File: src/rtl/multicycle_controller_if.sv
// Handshake bundle between the multi-cycle sequencer (master) and the
// datapath/memory side (slave).
interface multicycle_controller_if;
  logic       run;
  logic [6:0] opcode;
  logic       branch_taken;
  logic       imem_req;
  logic       imem_ack;
  logic       dmem_req;
  logic       dmem_we;
  logic       dmem_ack;
  logic       ir_write;
  logic       pc_write;
  logic       pc_src;
  logic       reg_write;
  logic       instr_retired;
  logic       fault;
  logic [1:0] fault_code;
  logic [2:0] state;

  modport master (
    input  run, opcode, branch_taken, imem_ack, dmem_ack,
    output imem_req, dmem_req, dmem_we, ir_write, pc_write, pc_src,
           reg_write, instr_retired, fault, fault_code, state
  );

  modport slave (
    output run, opcode, branch_taken, imem_ack, dmem_ack,
    input  imem_req, dmem_req, dmem_we, ir_write, pc_write, pc_src,
           reg_write, instr_retired, fault, fault_code, state
  );
endinterface

File: src/rtl/multicycle_controller.sv
// RV32 multi-cycle sequencer: FETCH/DECODE/EXECUTE/MEM/WB with sticky FAULT.
// Optional perf counters when MULTICYCLE_PERF_CNT_EN is defined.
module multicycle_controller #(
  parameter int WIDTH       = 32,
  parameter int MEM_TIMEOUT = 15
) (
  input  logic clk,
  input  logic rst_n,
  multicycle_controller_if.master bus
`ifdef MULTICYCLE_PERF_CNT_EN
  ,
  output logic [WIDTH-1:0] cycle_count,
  output logic [WIDTH-1:0] instret_count
`endif
);
  typedef enum logic [2:0] {
    S_IDLE = 3'd0, S_FETCH = 3'd1, S_DECODE = 3'd2, S_EXEC = 3'd3,
    S_MEM  = 3'd4, S_WB    = 3'd5, S_FAULT  = 3'd7
  } state_t;

  localparam logic [6:0] OP_R  = 7'b0110011;
  localparam logic [6:0] OP_I  = 7'b0010011;
  localparam logic [6:0] OP_LD = 7'b0000011;
  localparam logic [6:0] OP_ST = 7'b0100011;
  localparam logic [6:0] OP_BR = 7'b1100011;

  localparam int CW = (MEM_TIMEOUT < 1) ? 1 : $clog2(MEM_TIMEOUT + 1);
  // Counter value during request cycle n is n-1, so the last allowed cycle sees LIMIT.
  localparam logic [CW-1:0] LIMIT = CW'((MEM_TIMEOUT > 0) ? MEM_TIMEOUT - 1 : 0);

  state_t        st;
  logic [1:0]    fcode;
  logic          is_store;
  logic [CW-1:0] wait_cnt;

  logic is_alu, is_mem, is_branch, legal, timeout;
  logic retire_br, retire_st, retire_wb, retire;

  always_comb begin
    is_alu    = (bus.opcode == OP_R) || (bus.opcode == OP_I);
    is_mem    = (bus.opcode == OP_LD) || (bus.opcode == OP_ST);
    is_branch = (bus.opcode == OP_BR);
    legal     = is_alu || is_mem || is_branch;
    timeout   = (MEM_TIMEOUT != 0) && (wait_cnt == LIMIT);
    retire_br = (st == S_EXEC) && is_branch;
    retire_st = (st == S_MEM) && bus.dmem_ack && is_store;
    retire_wb = (st == S_WB);
    retire    = retire_br || retire_st || retire_wb;
  end

  always_comb begin
    bus.imem_req      = (st == S_FETCH);
    bus.dmem_req      = (st == S_MEM);
    bus.dmem_we       = (st == S_MEM) && is_store;
    bus.fault         = (st == S_FAULT);
    bus.fault_code    = fcode;
    bus.state         = st;
    bus.ir_write      = (st == S_FETCH) && bus.imem_ack;
    bus.pc_write      = retire;
    bus.pc_src        = retire_br && bus.branch_taken;
    bus.reg_write     = retire_wb;
    bus.instr_retired = retire;
  end

  always_ff @(posedge clk or negedge rst_n) begin
    if (!rst_n) begin
      st       <= S_IDLE;
      fcode    <= 2'b00;
      is_store <= 1'b0;
      wait_cnt <= '0;
    end else begin
      case (st)
        S_IDLE: if (bus.run) begin
          st       <= S_FETCH;
          wait_cnt <= '0;
        end
        S_FETCH: begin
          if (bus.imem_ack) st <= S_DECODE;
          else if (timeout) begin
            st    <= S_FAULT;
            fcode <= 2'b10;
          end else if (wait_cnt != '1) wait_cnt <= wait_cnt + 1'b1;
        end
        S_DECODE: begin
          if (legal) begin
            st       <= S_EXEC;
            is_store <= (bus.opcode == OP_ST);
          end else begin
            st    <= S_FAULT;
            fcode <= 2'b01;
          end
        end
        S_EXEC: begin
          if (is_alu) st <= S_WB;
          else if (is_mem) begin
            st       <= S_MEM;
            wait_cnt <= '0;
          end else begin
            st       <= bus.run ? S_FETCH : S_IDLE;
            wait_cnt <= '0;
          end
        end
        S_MEM: begin
          if (bus.dmem_ack) begin
            if (is_store) begin
              st       <= bus.run ? S_FETCH : S_IDLE;
              wait_cnt <= '0;
            end else st <= S_WB;
          end else if (timeout) begin
            st    <= S_FAULT;
            fcode <= 2'b11;
          end else if (wait_cnt != '1) wait_cnt <= wait_cnt + 1'b1;
        end
        S_WB: begin
          st       <= bus.run ? S_FETCH : S_IDLE;
          wait_cnt <= '0;
        end
        S_FAULT: st <= S_FAULT;
        default: st <= S_IDLE;
      endcase
    end
  end

`ifdef MULTICYCLE_PERF_CNT_EN
  always_ff @(posedge clk or negedge rst_n) begin
    if (!rst_n) begin
      cycle_count   <= '0;
      instret_count <= '0;
    end else begin
      if (st != S_IDLE && st != S_FAULT) cycle_count <= cycle_count + 1'b1;
      if (retire) instret_count <= instret_count + 1'b1;
    end
  end
`endif
endmodule
File: src/flat_wrapper.sv
// flat-port wrapper written by rule: the top's interface ports become plain ports
module multicycle_controller_flat 
#(
  parameter int WIDTH       = 32,
  parameter int MEM_TIMEOUT = 15
)
  (clk, rst_n, bus_run, bus_opcode, bus_branch_taken, bus_imem_ack, bus_dmem_ack, bus_imem_req, bus_dmem_req, bus_dmem_we, bus_ir_write, bus_pc_write, bus_pc_src, bus_reg_write, bus_instr_retired, bus_fault, bus_fault_code, bus_state);
  multicycle_controller_if bus_i ();
  input  logic clk;
  input  logic rst_n;
  input wire logic [$bits(bus_i.run)-1:0] bus_run;
  input wire logic [$bits(bus_i.opcode)-1:0] bus_opcode;
  input wire logic [$bits(bus_i.branch_taken)-1:0] bus_branch_taken;
  input wire logic [$bits(bus_i.imem_ack)-1:0] bus_imem_ack;
  input wire logic [$bits(bus_i.dmem_ack)-1:0] bus_dmem_ack;
  output wire logic [$bits(bus_i.imem_req)-1:0] bus_imem_req;
  output wire logic [$bits(bus_i.dmem_req)-1:0] bus_dmem_req;
  output wire logic [$bits(bus_i.dmem_we)-1:0] bus_dmem_we;
  output wire logic [$bits(bus_i.ir_write)-1:0] bus_ir_write;
  output wire logic [$bits(bus_i.pc_write)-1:0] bus_pc_write;
  output wire logic [$bits(bus_i.pc_src)-1:0] bus_pc_src;
  output wire logic [$bits(bus_i.reg_write)-1:0] bus_reg_write;
  output wire logic [$bits(bus_i.instr_retired)-1:0] bus_instr_retired;
  output wire logic [$bits(bus_i.fault)-1:0] bus_fault;
  output wire logic [$bits(bus_i.fault_code)-1:0] bus_fault_code;
  output wire logic [$bits(bus_i.state)-1:0] bus_state;
  assign bus_i.run = bus_run;
  assign bus_i.opcode = bus_opcode;
  assign bus_i.branch_taken = bus_branch_taken;
  assign bus_i.imem_ack = bus_imem_ack;
  assign bus_i.dmem_ack = bus_dmem_ack;
  assign bus_imem_req = bus_i.imem_req;
  assign bus_dmem_req = bus_i.dmem_req;
  assign bus_dmem_we = bus_i.dmem_we;
  assign bus_ir_write = bus_i.ir_write;
  assign bus_pc_write = bus_i.pc_write;
  assign bus_pc_src = bus_i.pc_src;
  assign bus_reg_write = bus_i.reg_write;
  assign bus_instr_retired = bus_i.instr_retired;
  assign bus_fault = bus_i.fault;
  assign bus_fault_code = bus_i.fault_code;
  assign bus_state = bus_i.state;
  multicycle_controller #(.WIDTH(WIDTH), .MEM_TIMEOUT(MEM_TIMEOUT)) u_core (.clk(clk), .rst_n(rst_n), .bus(bus_i));
endmodule
File: config.mk
export PLATFORM = sky130hd
export DESIGN_NAME = multicycle_controller_flat
export DESIGN_NICKNAME = d
export VERILOG_FILES = /design/src/rtl/multicycle_controller_if.sv /design/src/rtl/multicycle_controller.sv /design/src/flat_wrapper.sv
export SDC_FILE = /design/constraint.sdc
export NUM_CORES = 1
export LEC_CHECK = 0
export CAP_MARGIN = 20
export CELL_PAD_IN_SITES_DETAIL_PLACEMENT = 0
export CELL_PAD_IN_SITES_GLOBAL_PLACEMENT = 2
export CORE_UTILIZATION = 37
export DETAILED_ROUTE_END_ITERATION = 8
export DONT_BUFFER_PORTS = 1
export PLACE_DENSITY_LB_ADDON = 0.1
export SYNTH_ARGS = -nofsm -noshare
export SYNTH_HDL_FRONTEND = slang
export SYNTH_SLANG_ARGS = --single-unit
File: constraint.sdc
create_clock -name clk -period 2.7 [get_ports clk]
set_input_delay 0.405 -clock clk [delete_from_list [all_inputs] [get_ports clk]]
set_output_delay 0.405 -clock clk [all_outputs]
set_load 0.01 [all_outputs]
Word level (Yosys, flattened, before mapping)
Cells that the tools add are included.

Bits in registers: 10. Logic and storage cells: 68.

$add $sub $neg: 1. Eq/ne operators: 21. Mux-type cells: 24. Reductions and logical operators: 18.

Operators with widths (number): 4-bit 2-to-1 mux (7); 3-bit 2-to-1 mux (8); 3-bit case mux with 7 select lines (1); 4-bit case mux with 5 select lines (1); 7-bit by 6-bit equality test with 1-bit output, second input constant (2); 2-bit 2-to-1 mux (5); 2-bit inequality test, second input constant (5); 3-bit equality test, second input constant (3); 7-bit by 2-bit equality test with 1-bit output, second input constant (1); 7-bit by 5-bit equality test with 1-bit output, second input constant (1); 7-bit equality test, second input constant (1); 3-bit by 2-bit equality test with 1-bit output, second input constant (2); 1-bit logical AND (6); 1-bit logical OR (6); 2-bit case mux with 3 select lines (1); 6-bit AND reduction (1); 5-bit AND reduction (1); 5-bit nonzero test (1); 4-bit by 1-bit adder with 4-bit output, second input constant (1); 4-bit equality test, second input constant (1); 2-bit by 1-bit inequality test with 1-bit output, second input constant (2); 4-bit inequality test, second input constant (1); 3-bit by 1-bit equality test with 1-bit output, second input constant (1); 3-bit zero test (1); 4 further kinds (4).

Longest topological paths before layout
Depth after elaboration: 6. Mapped depth: 6.

Least setup slack after synthesis
No wires, ideal clock.

Path type: reg2out. Start point: register u_core.st[2] (netlist: u_core.bus.state[2]). End point: output port bus_pc_write. Arrival: 1.493 ns. Path slack: 0.802 ns. Stages on the path, launching flop included: 7. Buffers on the path: 3. Cell sequence: dfrtp_1 buf_4 buf_2 nor3_1 nand4_1 o21ai_0 buf_4.

Word-level cells in the longest chain between the ends: 5. Elaborated cells between the ends (all ways): 8. Classes of those cells: eq/ne (3); reduce/logical (5).

RTL lines: from (decl) (RTL line multicycle_controller.sv:31) `state_t st;`; from (signal assigned) (RTL line multicycle_controller.sv:99) `st <= bus.run ? S_FETCH : S_IDLE;`; from (signal assigned) (RTL line multicycle_controller.sv:106) `st <= bus.run ? S_FETCH : S_IDLE;`; from (signal assigned) (RTL line multicycle_controller.sv:115) `st <= bus.run ? S_FETCH : S_IDLE;`; 3-bit equality test (RTL line multicycle_controller.sv:46) `retire_st = (st == S_MEM) && bus.dmem_ack && is_store;`; 1-bit logical AND (2 in series) (RTL line multicycle_controller.sv:46); 1-bit logical OR (RTL line multicycle_controller.sv:48) `retire = retire_br || retire_st || retire_wb;`; 1-bit logical OR (*) (RTL line multicycle_controller.sv:48); to (decl) (RTL line flat_wrapper.sv:20) `output wire logic [$bits(bus_i.pc_write)-1:0] bus_pc_write;`.

Mark *: on every way between the ends. The rest lies on a longest branch, timed or not.

Worst setup path in the final report
Start point: register u_core.st[0] (netlist: u_core.bus.state[0]). End point: output port bus_ir_write.

Word-level cells in the longest chain between the ends: 2.

RTL lines: 3-bit by 1-bit equality test with 1-bit output; named net bus_imem_req (RTL line flat_wrapper.sv:16) `output wire logic [$bits(bus_i.imem_req)-1:0] bus_imem_req;`; 1-bit logical AND (RTL line multicycle_controller.sv:58) `bus.ir_write = (st == S_FETCH) && bus.imem_ack;`; to (decl) (RTL line flat_wrapper.sv:19) `output wire logic [$bits(bus_i.ir_write)-1:0] bus_ir_write;`.

The timed path passes the listed nets, and every way through them passes these cells.

==> results.sh <==
export IMPL_drt_pass1_iterations=4
export IMPL_nNetsFinal=126
export IMPL_design_area_sq_um=962.2
export IMPL_ir_drop_v=0.0004314
export IMPL_fin_crit_sh=0.8369
export IMPL_dp_cells=133
export IMPL_cp_cell_sequence="nor3b_1 -> and2_1"
export IMPL_drc_errors=0
export IMPL_grt_pass1_vias=777
export IMPL_cts_htree_levels=1
export IMPL_antennaDiodeCount=0
export IMPL_regArea_sq_um=250.2
export IMPL_io_buffers=0
export IMPL_clock_tree_root_cell="clkbuf_4"
export IMPL_antenna_found_initial=0
export IMPL_worstPathMaxFanout=24
export IMPL_wirelength_um=2161
export IMPL_gp_congestion=0.7321
export IMPL_cp_required_ns=2.30
export IMPL_hpwl_um=1616
export IMPL_p_leak_nw=0.3892
export IMPL_grt_max_degree=25
export IMPL_cp_slowest_cell="dfrtp_1"
export IMPL_ys_types=44
export IMPL_fmax_ghz=0.4425
export IMPL_die_width_um=51.82
export IMPL_syn_to_final_growth_pct=4.768
export IMPL_netlist_top_cells_count="10 x dfrtp_1, 10 x nor2_1, 8 x nand2_1"
export IMPL_whs_ns=0.3549
export IMPL_worst_pin_slew_ns=0.7640
export IMPL_yosys_warnings=0
export IMPL_pwr_density_cell_nw_per_um2=936.5
export IMPL_start_util=0.4035
export IMPL_crit_path_end_kind="output pin"
export IMPL_min_period_ns=2.260
export IMPL_grt_overflow=0
export IMPL_setup_tns_ns=0
export IMPL_cap_violations=0
export IMPL_synth_edff_count=0
export IMPL_row_count=17
export IMPL_die_area_sq_um=2685
export IMPL_setup_viol=0
export IMPL_grt_pass1_wl_um=3553
export IMPL_worst_setup_path_type="register to output pin"
export IMPL_cts_made_buffers=3
export IMPL_async_flop_share=1.000
export IMPL_avgViaCountPerCell=5.928
export IMPL_netlist_area_sq_um=918.4
export IMPL_vias=818
export IMPL_hold_viol_final=0
export IMPL_synth_top_area_cell="dfrtp_1"
export IMPL_finalClockSkew_ns=0.007993
export IMPL_clockBufferDepth=2
export IMPL_yosysSeqAreaShare=0.2725
export IMPL_cp_start_kind="register"
export IMPL_drtIter0Drc=8
export IMPL_crit_arrival_ns=1.85
export IMPL_syn_instance_count=111
export IMPL_ios=27
export IMPL_die_h_um=51.82
export IMPL_cts_tree="built"
export IMPL_place_area_sq_um=915.9
export IMPL_drive_gt1_frac=0.1000
export IMPL_grt_setup_unrepaired="false"
export IMPL_worstSkewPairLatency_ns=0.26
export IMPL_ys_ff_latch=10
export IMPL_cts_setup_buffers=0
export IMPL_multiInputGateArea_sq_um=596.8
export IMPL_grt_usage=0.1781
export IMPL_stdcell_count=138
export IMPL_ant_nets=0
export IMPL_slew_headroom=0.4907
export IMPL_synthTopCellsByArea="dfrtp_1 27%, nor2_1 4.1%, a21oi_1 3.8%"
export IMPL_final_util=0.4228
export IMPL_core_area_sq_um=2276
export IMPL_status="completed"
export IMPL_synthesis_nets=126
export IMPL_crit_path_max_incr_delay_ns=0.81
export IMPL_synth_main_ff_cell="dfrtp_1"
export IMPL_yosysTopAreaCellShare=0.2725
export IMPL_drv_slew=0
export IMPL_wl_per_cell_um=15.66
export IMPL_cts_resized=0
export IMPL_clock_sinks=10
export IMPL_synth_area_per_cell_sq_um=8.274
export IMPL_hold_class="input port to register"
export IMPL_fillCellCount=243
export IMPL_clkTransAtPathRegs_ns=0.07
-- per-layer routing --
metal	routed length (um)	global-route usage
met1	1035	0.2292
met2	1045	0.3077
met3	69	0.02047
met4	12	0.05405
met5	0	0
-- layout by cell type, fill, tap and decap left out, types with 5 or more instances in the layout --
master / n
a21oi_1: 7
dfrtp_1: 10
inv_1: 7
nand2_1: 8
nand2b_1: 5
nor2_1: 10
nor3_1: 6
o21ai_0: 6
-- cell families after synthesis --
logic type / after synthesis / share of synthesized area
compound gates: 33 / 0.2834
fa+ha+maj: 2 / 0.02724
buf+inv: 14 / 0.07765
flops: 10 / 0.2725
mux: 1 / 0.01090
simple gates: 51 / 0.3283
-- state kept, by name (all words and copies together), names as in the netlist --
register               cells
u_core.is_store            1
u_core.bus.fault_code      2
u_core.wait_cnt            4
u_core.bus.state           3
-- report_power, final --
part / internal, mW / switching (mW)
Clock: 0.0817 / 0.0526
Sequential: 0.193 / 0.161
Combinational: 0.191 / 0.221
Total: 0.467 / 0.434
-- critical path, delay by kind of cell (launching register included) --
family / cells / cell delay, ns
flip-flops: 1 / 0.81
AND/OR/NAND/NOR: 2 / 0.77
-- area by class of cell --
type                    count  share of cell area
clock buffers               4             0.03771
inverters                   7             0.02731
multi-input cells          87              0.6203
flip-flops and latches     10              0.2601
well taps                  28             0.03641
repair buffers              2             0.01821
-- final timing paths --
check / startpoint / endpoint / slack, ns / cells after the start
min reg2reg: u_core.wait_cnt[1]$_DFFE_PN0P_ / u_core.wait_cnt[1]$_DFFE_PN0P_ / 0.57 / 1
min in group asynchronous: rst_n / u_core.wait_cnt[1]$_DFFE_PN0P_ / 0.54 / 1
max in group asynchronous: rst_n / u_core.bus.state[1]$_DFFE_PN0P_ / 1.82 / 1
max: u_core.bus.state[0]$_DFFE_PN0P_ / bus_ir_write / 0.44 / 2
min: bus_opcode[6] / u_core.is_store$_DFFE_PN0P_ / 0.35 / 3
max reg2reg: u_core.bus.state[0]$_DFFE_PN0P_ / u_core.wait_cnt[0]$_DFFE_PN0P_ / 0.71 / 4
-- through the flow --
stage | worst slack [ns] | total power, mW
after floorplan | 0.8016 | 0.7108
final | 0.4404 | 0.9011
after CTS | 0.4204 | 0.9126
after detailed placement | 0.7213 | 0.7690
after global placement | 0.7078 | 0.7699
after global routing | 0.2212 | 0.9941
-- timing repair --
item	4_1_cts	5_1_grt
endpoints found under the hold margin	10	0
setup endpoints to repair	0	0
hold buffers	1	0
Note: power is estimated with default switching activity, not from simulation.
